### src/rtl/ram16.sv
// ram16: single-port 16-bit word RAM with a registered read port and a
// write-count wrap flag (FULL pulses once every DEPTH accepted writes).
//
// Optional feature macro: RAM16_MEM_CLEAR_EN
//   defined   - RST also clears every RAM word to 16'h0000.
//   undefined - the array has no reset, so a RAM macro can be inferred;
//               contents are undefined until written.
module ram16 #(
    parameter int ADDR_WIDTH = 3
) (
    input  logic                  CLK,
    input  logic                  RST,
    input  logic                  READ,
    input  logic                  WRITE,
    input  logic [ADDR_WIDTH-1:0] A,
    input  logic [15:0]           Di,
    output logic [15:0]           Do,
    output logic                  FULL
);

    localparam int DEPTH = 2 ** ADDR_WIDTH;

    // The counter value that completes a wrap (DEPTH-1 in ADDR_WIDTH bits).
    localparam logic [ADDR_WIDTH-1:0] CNT_LAST = {ADDR_WIDTH{1'b1}};

    // Storage; the name RAM is kept so benches can peek at it hierarchically.
    logic [15:0] RAM [DEPTH];

    logic [15:0]           do_q;
    logic [15:0]           do_d;
    logic                  full_q;
    logic                  full_d;
    logic [ADDR_WIDTH-1:0] cnt_q;
    logic [ADDR_WIDTH-1:0] cnt_d;

    // Next-state for read data, write counter and wrap pulse.
    // The read samples the array before this edge's write lands, which gives
    // read-before-write on a same-address READ+WRITE.
    always_comb begin
        do_d   = do_q;
        cnt_d  = cnt_q;
        full_d = 1'b0;
        if (READ) begin
            do_d = RAM[A];
        end
        if (WRITE) begin
            // Natural ADDR_WIDTH-bit overflow wraps the count modulo DEPTH.
            cnt_d  = cnt_q + 1'b1;
            full_d = (cnt_q == CNT_LAST);
        end
    end

    // Control/output registers with asynchronous active-high reset.
    always_ff @(posedge CLK or posedge RST) begin
        if (RST) begin
            do_q   <= 16'h0000;
            full_q <= 1'b0;
            cnt_q  <= '0;
        end else begin
            do_q   <= do_d;
            full_q <= full_d;
            cnt_q  <= cnt_d;
        end
    end

`ifdef RAM16_MEM_CLEAR_EN
    // Memory array write port; reset clears every word.
    always_ff @(posedge CLK or posedge RST) begin
        if (RST) begin
            for (int i = 0; i < DEPTH; i++) begin
                RAM[i] <= 16'h0000;
            end
        end else if (WRITE) begin
            RAM[A] <= Di;
        end
    end
`else
    // Memory array write port; no reset so the array maps onto a RAM macro.
    always_ff @(posedge CLK) begin
        if (!RST && WRITE) begin
            RAM[A] <= Di;
        end
    end
`endif

    assign Do   = do_q;
    assign FULL = full_q;

endmodule

### config.mk
export PLATFORM = sky130hd
export DESIGN_NAME = ram16
export DESIGN_NICKNAME = d
export VERILOG_FILES = /design/src/rtl/ram16.sv
export SDC_FILE = /design/constraint.sdc
export NUM_CORES = 1
export LEC_CHECK = 0
export CAP_MARGIN = 5
export CORE_MARGIN = 3
export CORE_UTILIZATION = 55
export CTS_BUF_LIST = sky130_fd_sc_hd__clkbuf_8
export DETAILED_ROUTE_END_ITERATION = 10
export GPL_TIMING_DRIVEN = 0
export PLACE_DENSITY = 0.78
export SYNTH_ARGS = -nofsm -noshare
export SYNTH_HDL_FRONTEND = slang
export SYNTH_SLANG_ARGS = --single-unit
export TNS_END_PERCENT = 10
### constraint.sdc
create_clock -name CLK -period 2.4 [get_ports CLK]
set_input_delay 0.24 -clock CLK [delete_from_list [all_inputs] [get_ports CLK]]
set_output_delay 0.24 -clock CLK [all_outputs]
set_load 0.005 [all_outputs]
# Yosys cells after proc, flatten, opt, wreduce, memory -nomap -nowiden
# Memory sizes are Yosys's and may differ from the RTL's. A register that Yosys moved wholly into a read port is not among the register bits.
# Cells that the tools add are included.
# op_classes
n_addsub	1
eq_ne	1
muxes	3
reduce_logical	2
# ops
op	count
3-bit by 1-bit adder with 3-bit output, second input constant	1
3-bit equality test, second input constant	1
1-bit 2-to-1 mux	3
1-bit logical AND	1
1-bit zero test	1
# word_totals
reg_bits	4
ramBits	128
in_bits	23
out_inout_bits	17
mem_count	1
# memory_table
memory	words	width	read_ports	rd_ports_with_merged_regs	write_ports	line_no	text
RAM	8	16	1	1	1	27	logic [15:0] RAM [DEPTH];

# Longest topological paths before layout
# Gate-level depths: netlist of run 1.
# depth
word_depth	4
depth_mapped	7

# Least setup slack after synthesis of run 1
# OpenSTA, ideal clock, no wires.
# synth_path
path_kind	in2reg
from	input RST
to	memory RAM[0][0] (enable)
setup_ns	0.409
arrival_time_ns	2.099
path_slack_ns	-0.108
path_stages	3
n_path_buf	0
path_cell_list	inv_1 nand3_1 nor3_1
# synth_between
elab_chain_len	4
# synth_rtl
element	line_no	text
start: declaration	12	input logic RST,
1-bit zero test	80	if (!RST && WRITE) begin
1-bit logical AND	80	
1-bit 2-to-1 mux	80	
1-bit 2-to-1 mux (implied by the code)	81	RAM[A] <= Di;
end: declaration	27	
# No other way between the ends.

# Final worst setup path of run 1
# layout_path
from	input A[1]
to	memory RAM[1][15] (enable)
# layout_rtl
element	line_no	text
start: declaration	15	input logic [ADDR_WIDTH-1:0] A,
# No word-level cell before the write port.

==> impl_metrics.json, run 1 <==
{
  "die_height_um": 108.5,
  "drt_iter0_drc": 319,
  "arrival_ns": 2.34,
  "drive_gt1_share_pct": 19.34,
  "rsz0062_at_grt": "no",
  "clk_pin_slew_worst_paths_ns": 0.09,
  "ys.flop_type": "edfxtp_1",
  "path_cells": "clkdlybuf4s50_1 > buf_6 > buf_8 > buf_2 > nor3_2 > buf_6",
  "maxSlewHeadroom_pct": 48.93,
  "clock_latency_ns": 0.43,
  "pre_cts_ws_ns": -0.6175,
  "skew_ns": 0.007362,
  "cts-root-buf": "clkbuf_8",
  "chipWidth_um": 108.5,
  "dieArea_um2": 11780,
  "hold_slack_ns": 0.1958,
  "hold_buffers": 0,
  "vdd_drop_max_v": 0.0004676,
  "final_max_slew_viol_count": 0,
  "start_kind": "input pin",
  "vias": 3500,
  "worstMarginPinSlew_ns": 0.7618,
  "setup_slack_ns": 0.1981,
  "avgSynthCellArea_um2": 16.62,
  "viasPerCell": 6.284,
  "cts-htree-levels": 4,
  "wl_per_cell_um": 23.29,
  "critPathBufInv": 5,
  "run_status": "finished clean",
  "grt_max_degree": 23,
  "design_area_um2": 6823,
  "port_buffers": 36,
  "synthCells": 348,
  "place_congestion": 0.7750,
  "p_seq_share_pct": 56.9,
  "switching_power_w": 0.001288,
  "io_pins": 40,
  "route.detailed.drc": 0,
  "synth-async-reset-ratio_pct": 13.51,
  "p_leak_nw": 2.335,
  "cap_violations": 0,
  "num_rows": 36,
  "critPathKind": "input pin to flip-flop",
  "slowest_delay_ns": 0.68,
  "post_cts_buffers": 0,
  "synth_edf_count": 128,
  "hold_path_class": "input pin to asynchronous set/reset pin",
  "cts_tree": "done",
  "cts_buffers": 17,
  "numClockSinks": 148,
  "hpwlAfterDp_um": 8280,
  "power_w": 0.005190,
  "yosysSeqAreaShare_pct": 75.12,
  "initial_utilization_pct": 57.83,
  "hold_viol": 0,
  "grt_overflow_total": 0,
  "antenna_cells": 0,
  "placed_area_um2": 6454,
  "cts_resized": 1,
  "wl_um": 12970,
  "clockBufferDepth": 2,
  "core_um2": 10000,
  "power.share.clock_pct": 33.8,
  "worstPathMaxFanout": 10,
  "finalCritPeriodShare_pct": 91.74,
  "crit_path_end_kind": "flip-flop",
  "antenna_found_initial": 0,
  "critPathTopFamily": "buffers and inverters",
  "critPathSlowestCell": "nor3_2",
  "required_ns": 2.54,
  "grt_pass1_vias": 3498,
  "setup_viol": 0,
  "cp_common_cell": "buf_6",
  "min_period_ns": 2.202,
  "final_util_pct": 68.23,
  "grt_usage_pct": 23.64,
  "p_comb_share_pct": 9.3,
  "intPower_w": 0.003902,
  "swShare_pct": 24.82,
  "ys_seq_elements": 148,
  "nets": 436,
  "grt_pass1_wl_um": 20000,
  "route.antenna.remaining_nets": 0,
  "ys_types": 45,
  "synthToLayoutAreaGrowth_pct": 17.98,
  "firstDrtPassIters": 5,
  "fmax_ghz": 0.4542,
  "netlist_area_um2": 5783,
  "yosys_warnings": 0,
  "power.density_nw_per_um2": 760.7,
  "synth_nets": 373
}
==> area by class of cell <==
class / count / area, µm²
inverters: 4 / 18.77
well taps: 133 / 166.4
flip-flops and latches: 148 / 4344
plain buffers: 21 / 161.4
clock inverters: 14 / 117.6
repair buffers: 44 / 473.0
multi-input cells: 175 / 1294
fillers: 696 / 3177
clock buffers: 18 / 247.7
==> per-layer routing <==
| metal | share of wire [%] | global-route usage, % | wire (µm) | vias to the layer above |
|---|---|---|---|---|
| li1 | - | - | - | 1513 |
| met4 | 2.6 | 9.017 | 335 | 0 |
| met5 | 0 | 0 | 0 | - |
| met2 | 49 | 37.33 | 6402 | 204 |
| met1 | 39 | 31.80 | 5013 | 1745 |
| met3 | 9.4 | 6.209 | 1220 | 38 |
==> power groups by stage <==
stage	sequential (W)	clock (W)	combinational, W
after floorplan	0.00300	0	0.000247
after global placement	0.00300	0	0.000446
after detailed placement	0.00301	0	0.000483
after CTS	0.00295	0.00177	0.000489
after global routing	0.00296	0.00188	0.000527
final	0.00295	0.00175	0.000485
==> registers in the layout, summed over array words and instances (netlist names) <==
name	flops
RAM	128
cnt_q	3
FULL	1
Do	16
==> cell usage after synthesis (6+ instances only) <==
master	count	area [µm²]
edfxtp_1	128	3844
nor2_1	23	86.33
mux2i_1	21	210.2
dfrtp_1	20	500.5
a22oi_1	14	105.1
nand3_1	14	70.07
o211ai_1	11	82.58
nand2_1	10	37.54
a31oi_1	8	50.05
a221oi_1	7	61.31
mux2_2	7	78.83
buf_2	6	30.03
buf_6	6	67.56
==> cells in the final DEF (no fill, tap or decap), drive strengths merged, types with 4 or more instances in the layout <==
cell type	count
a21oi	5
a221o	5
a221oi	9
a22oi	15
a2bb2oi	5
a31oi	8
and2	4
buf	26
clkbuf	21
clkdlybuf4s50	36
clkinv	5
clkinvlp	5
dfrtp	20
edfxtp	128
inv	8
mux2	8
mux2i	21
nand2	10
nand3	14
nor2	26
nor2b	6
o211ai	11
==> worst paths after layout <==
check / depth (start not counted) / start / endpoint / slack, ns
max reg2reg: 3 / RAM[4][12] / Do[12] / 1.07
max in group asynchronous: 2 / RST / Do[7] / 1.88
min: 2 / RST / Do[5] / 0.20
min reg2reg: 1 / cnt_q[0] / cnt_q[0] / 0.48
max: 6 / A[1] / RAM[1][15] / 0.20
min in group CLK: 2 / READ / Do[11] / 0.35
==> stage by stage <==
step                setup TNS (ns)  cells
finish                           0    557
global route                     0    557
CTS                              0    557
detailed placement          -51.76    525
global placement           -142.03    517
floorplan                   -1.732    348
==> kinds of logic (layout without fill, tap and decap cells) <==
logic type	count (synthesis)	after routing	share of synthesized area (%)
AO/OA/AOI/OAI	75	75	10.30
XOR/XNOR	1	1	0.1515
adder cells (fa/ha/maj)	2	2	0.4326
buffers and inverters	25	101	3.050
flip-flops	148	148	75.12
multiplexers	29	29	5.257
AND/OR/NAND/NOR	68	68	5.690
(Power assumes the default switching activity.)
==> inputs of run 2 (changes only) <==
CTS_CLUSTER_SIZE = 16   (was default)
==> results of run 2 <==
The final DEF is identical to that of run 1; final timing and power are the same.
==> inputs of run 3 (changes only) <==
ABC_AREA = 1   (was default)
GPL_TIMING_DRIVEN = default   (was 0)
==> run 3 against run 2 <==
Against the previous run: clock power up 23%; combinational power up 2%; wire length up 0.40%; die area up 5.1%; critical path depth down 2; non-clock buffer count down 6; first-iteration DRC count up 14%; critical path type unchanged; largest power group unchanged.
==> impl_metrics.json, run 3 <==
{
  "avgSynthCellArea_um2": 10.47,
  "num_rows": 37,
  "grt_pass1_wl_um": 21080,
  "final_cell_mix": "nand2_1, edfxtp_1, clkdlybuf4s50_1",
  "p_comb_share_pct": 8.9,
  "wl_um": 13020,
  "synth_nets": 607,
  "cts_resized": 0,
  "maxSlewHeadroom_pct": 52.01,
  "synth-async-reset-ratio_pct": 13.51,
  "regMostFlops": "RAM",
  "swShare_pct": 22.37,
  "firstDrtPassIters": 5,
  "initial_utilization_pct": 57.75,
  "largest_reg_flops": 128,
  "cap_violations": 0,
  "power.share.clock_pct": 38.4,
  "nets": 656,
  "setup_viol": 0,
  "antenna_found_initial": 0,
  "synth_common_cells": "nand2_1, edfxtp_1, dfrtp_1",
  "crit_start": "WRITE",
  "intPower_w": 0.004334,
  "cts_tree": "done",
  "multi_input_area_um2": 1605,
  "numClockSinks": 148,
  "ys.flop_type": "edfxtp_1",
  "route.antenna.remaining_nets": 0,
  "yosys_warnings": 0,
  "finalCritPeriodShare_pct": 68.72,
  "pre_cts_ws_ns": 0.3478,
  "synth_edf_count": 128,
  "hold_path_class": "input pin to asynchronous set/reset pin",
  "power.density_nw_per_um2": 783.4,
  "final.fill_count": 752,
  "tns_ns": 0,
  "grt_max_degree": 69,
  "die_height_um": 111.3,
  "dpl.cell_count": 748,
  "reg2reg_from": "cnt_q[0]",
  "synthCells": 582,
  "run_status": "finished clean",
  "clockBufferDepth": 2,
  "crit_path_end_kind": "flip-flop",
  "netlist_area_um2": 6096,
  "synth_largest_area_cell": "edfxtp_1",
  "start_kind": "input pin",
  "skew_ns": 0.01334,
  "ys_seq_elements": 148,
  "grt_usage_pct": 22.01,
  "yosysSeqAreaShare_pct": 71.26,
  "synthToLayoutAreaGrowth_pct": 16.91,
  "layout_commonest_cell": "nand2_1",
  "antenna_cells": 0,
  "clk_pin_slew_worst_paths_ns": 0.08,
  "cts-root-buf": "clkbuf_8",
  "grt_overflow_total": 0,
  "hold_buffers": 0,
  "worstMarginPinSlew_ns": 0.7199,
  "viasPerCell": 5.314,
  "rsz0062_at_grt": "no",
  "place_congestion": 0.8266,
  "post_cts_buffers": 0,
  "drive_gt1_share_pct": 9.783,
  "regArea_um2": 4344,
  "synthTopCellsByArea": "edfxtp_1, nand2_1, dfrtp_1, buf_6, buf_2",
  "synth.most_common_cell": "nand2_1",
  "arrival_ns": 1.77,
  "cts_buffers": 17,
  "synth_top_area_share_pct": 63.05,
  "core_um2": 10560,
  "finalNonFillerCells": 780,
  "min_period_ns": 1.649,
  "worstPathMaxFanout": 16,
  "port_buffers": 39,
  "final_max_slew_viol_count": 0,
  "p_seq_share_pct": 52.7,
  "setup_slack_ns": 0.7507,
  "dieArea_um2": 12380,
  "critPathKind": "input pin to flip-flop",
  "ys_types": 14,
  "vias": 4145,
  "fmax_ghz": 0.6063,
  "clock_latency_ns": 0.43,
  "vdd_drop_max_v": 0.0003889,
  "required_ns": 2.52,
  "cts-htree-levels": 4,
  "chipWidth_um": 111.3,
  "hold_viol": 0,
  "p_leak_nw": 3.079,
  "switching_power_w": 0.001249,
  "io_pins": 40,
  "route.detailed.drc": 0,
  "wl_per_cell_um": 16.70,
  "grt_pass1_vias": 4072,
  "hpwlAfterDp_um": 8507,
  "drt_iter0_drc": 365
}
## run 3: final cells by class
class	count	share of cell area, %
clock buffers	17	3.283
well taps	136	2.388
inverters	6	0.3511
clock inverters	15	2.985
repair buffers	59	7.514
multi-input cells	399	22.52
flip-flops and latches	148	60.96
## run 3: worst paths after layout
kind                        endpoint  slack (ns)  cells past startpoint
min in group CLK            cnt_q[0]        0.48                      1
hold / removal                  FULL        0.21                      3
hold reg to reg             cnt_q[0]        0.48                      1
setup / recovery           RAM[1][4]        0.75                      4
setup reg to reg            cnt_q[2]        1.16                      3
max in group asynchronous      Do[3]        1.95                      3
## run 3: cells by family after synthesis
family                   synth area share [%]
XOR/XNOR                               0.1437
adder cells (fa/ha/maj)                0.4104
buffers and inverters                   3.222
flip-flops                              71.26
multiplexers                           0.3694
AND/OR/NAND/NOR                         24.59
## run 3: power groups by stage
stage | sequential [W] | clock (W) | combinational [W]
after global routing | 0.00295 | 0.00229 | 0.000556
after floorplan | 0.00300 | 0 | 0.000266
after detailed placement | 0.00300 | 0 | 0.000494
final | 0.00294 | 0.00215 | 0.000495
after global placement | 0.00300 | 0 | 0.000474
after CTS | 0.00294 | 0.00217 | 0.000498
## run 3: through the flow
step           power [W]  utilization, %  cell area [µm²]  hold WS, ns
2_1_floorplan   0.003264               -             6096       0.2121
3_3_place_gp    0.003469           63.29             6680       0.4580
3_5_place_dp    0.003494           63.29             6680       0.4649
4_1_cts         0.005613           67.52             7127       0.2111
5_1_grt         0.005796           67.52             7127       0.2310
6_report        0.005583           67.52             7127       0.2051
## run 3: worst max-delay path, cell delays in order
cell             delay [ns]
clkdlybuf4s50_1        0.58
nand2_1                0.36
nor4_2                 0.28
buf_4                  0.30
## run 3: routing by layer
metal | GRT usage (%) | wire, µm
met4 | 6.488 | 131
met2 | 34.26 | 6062
met3 | 4.694 | 999
met1 | 31.57 | 5830
met5 | 0 | 0
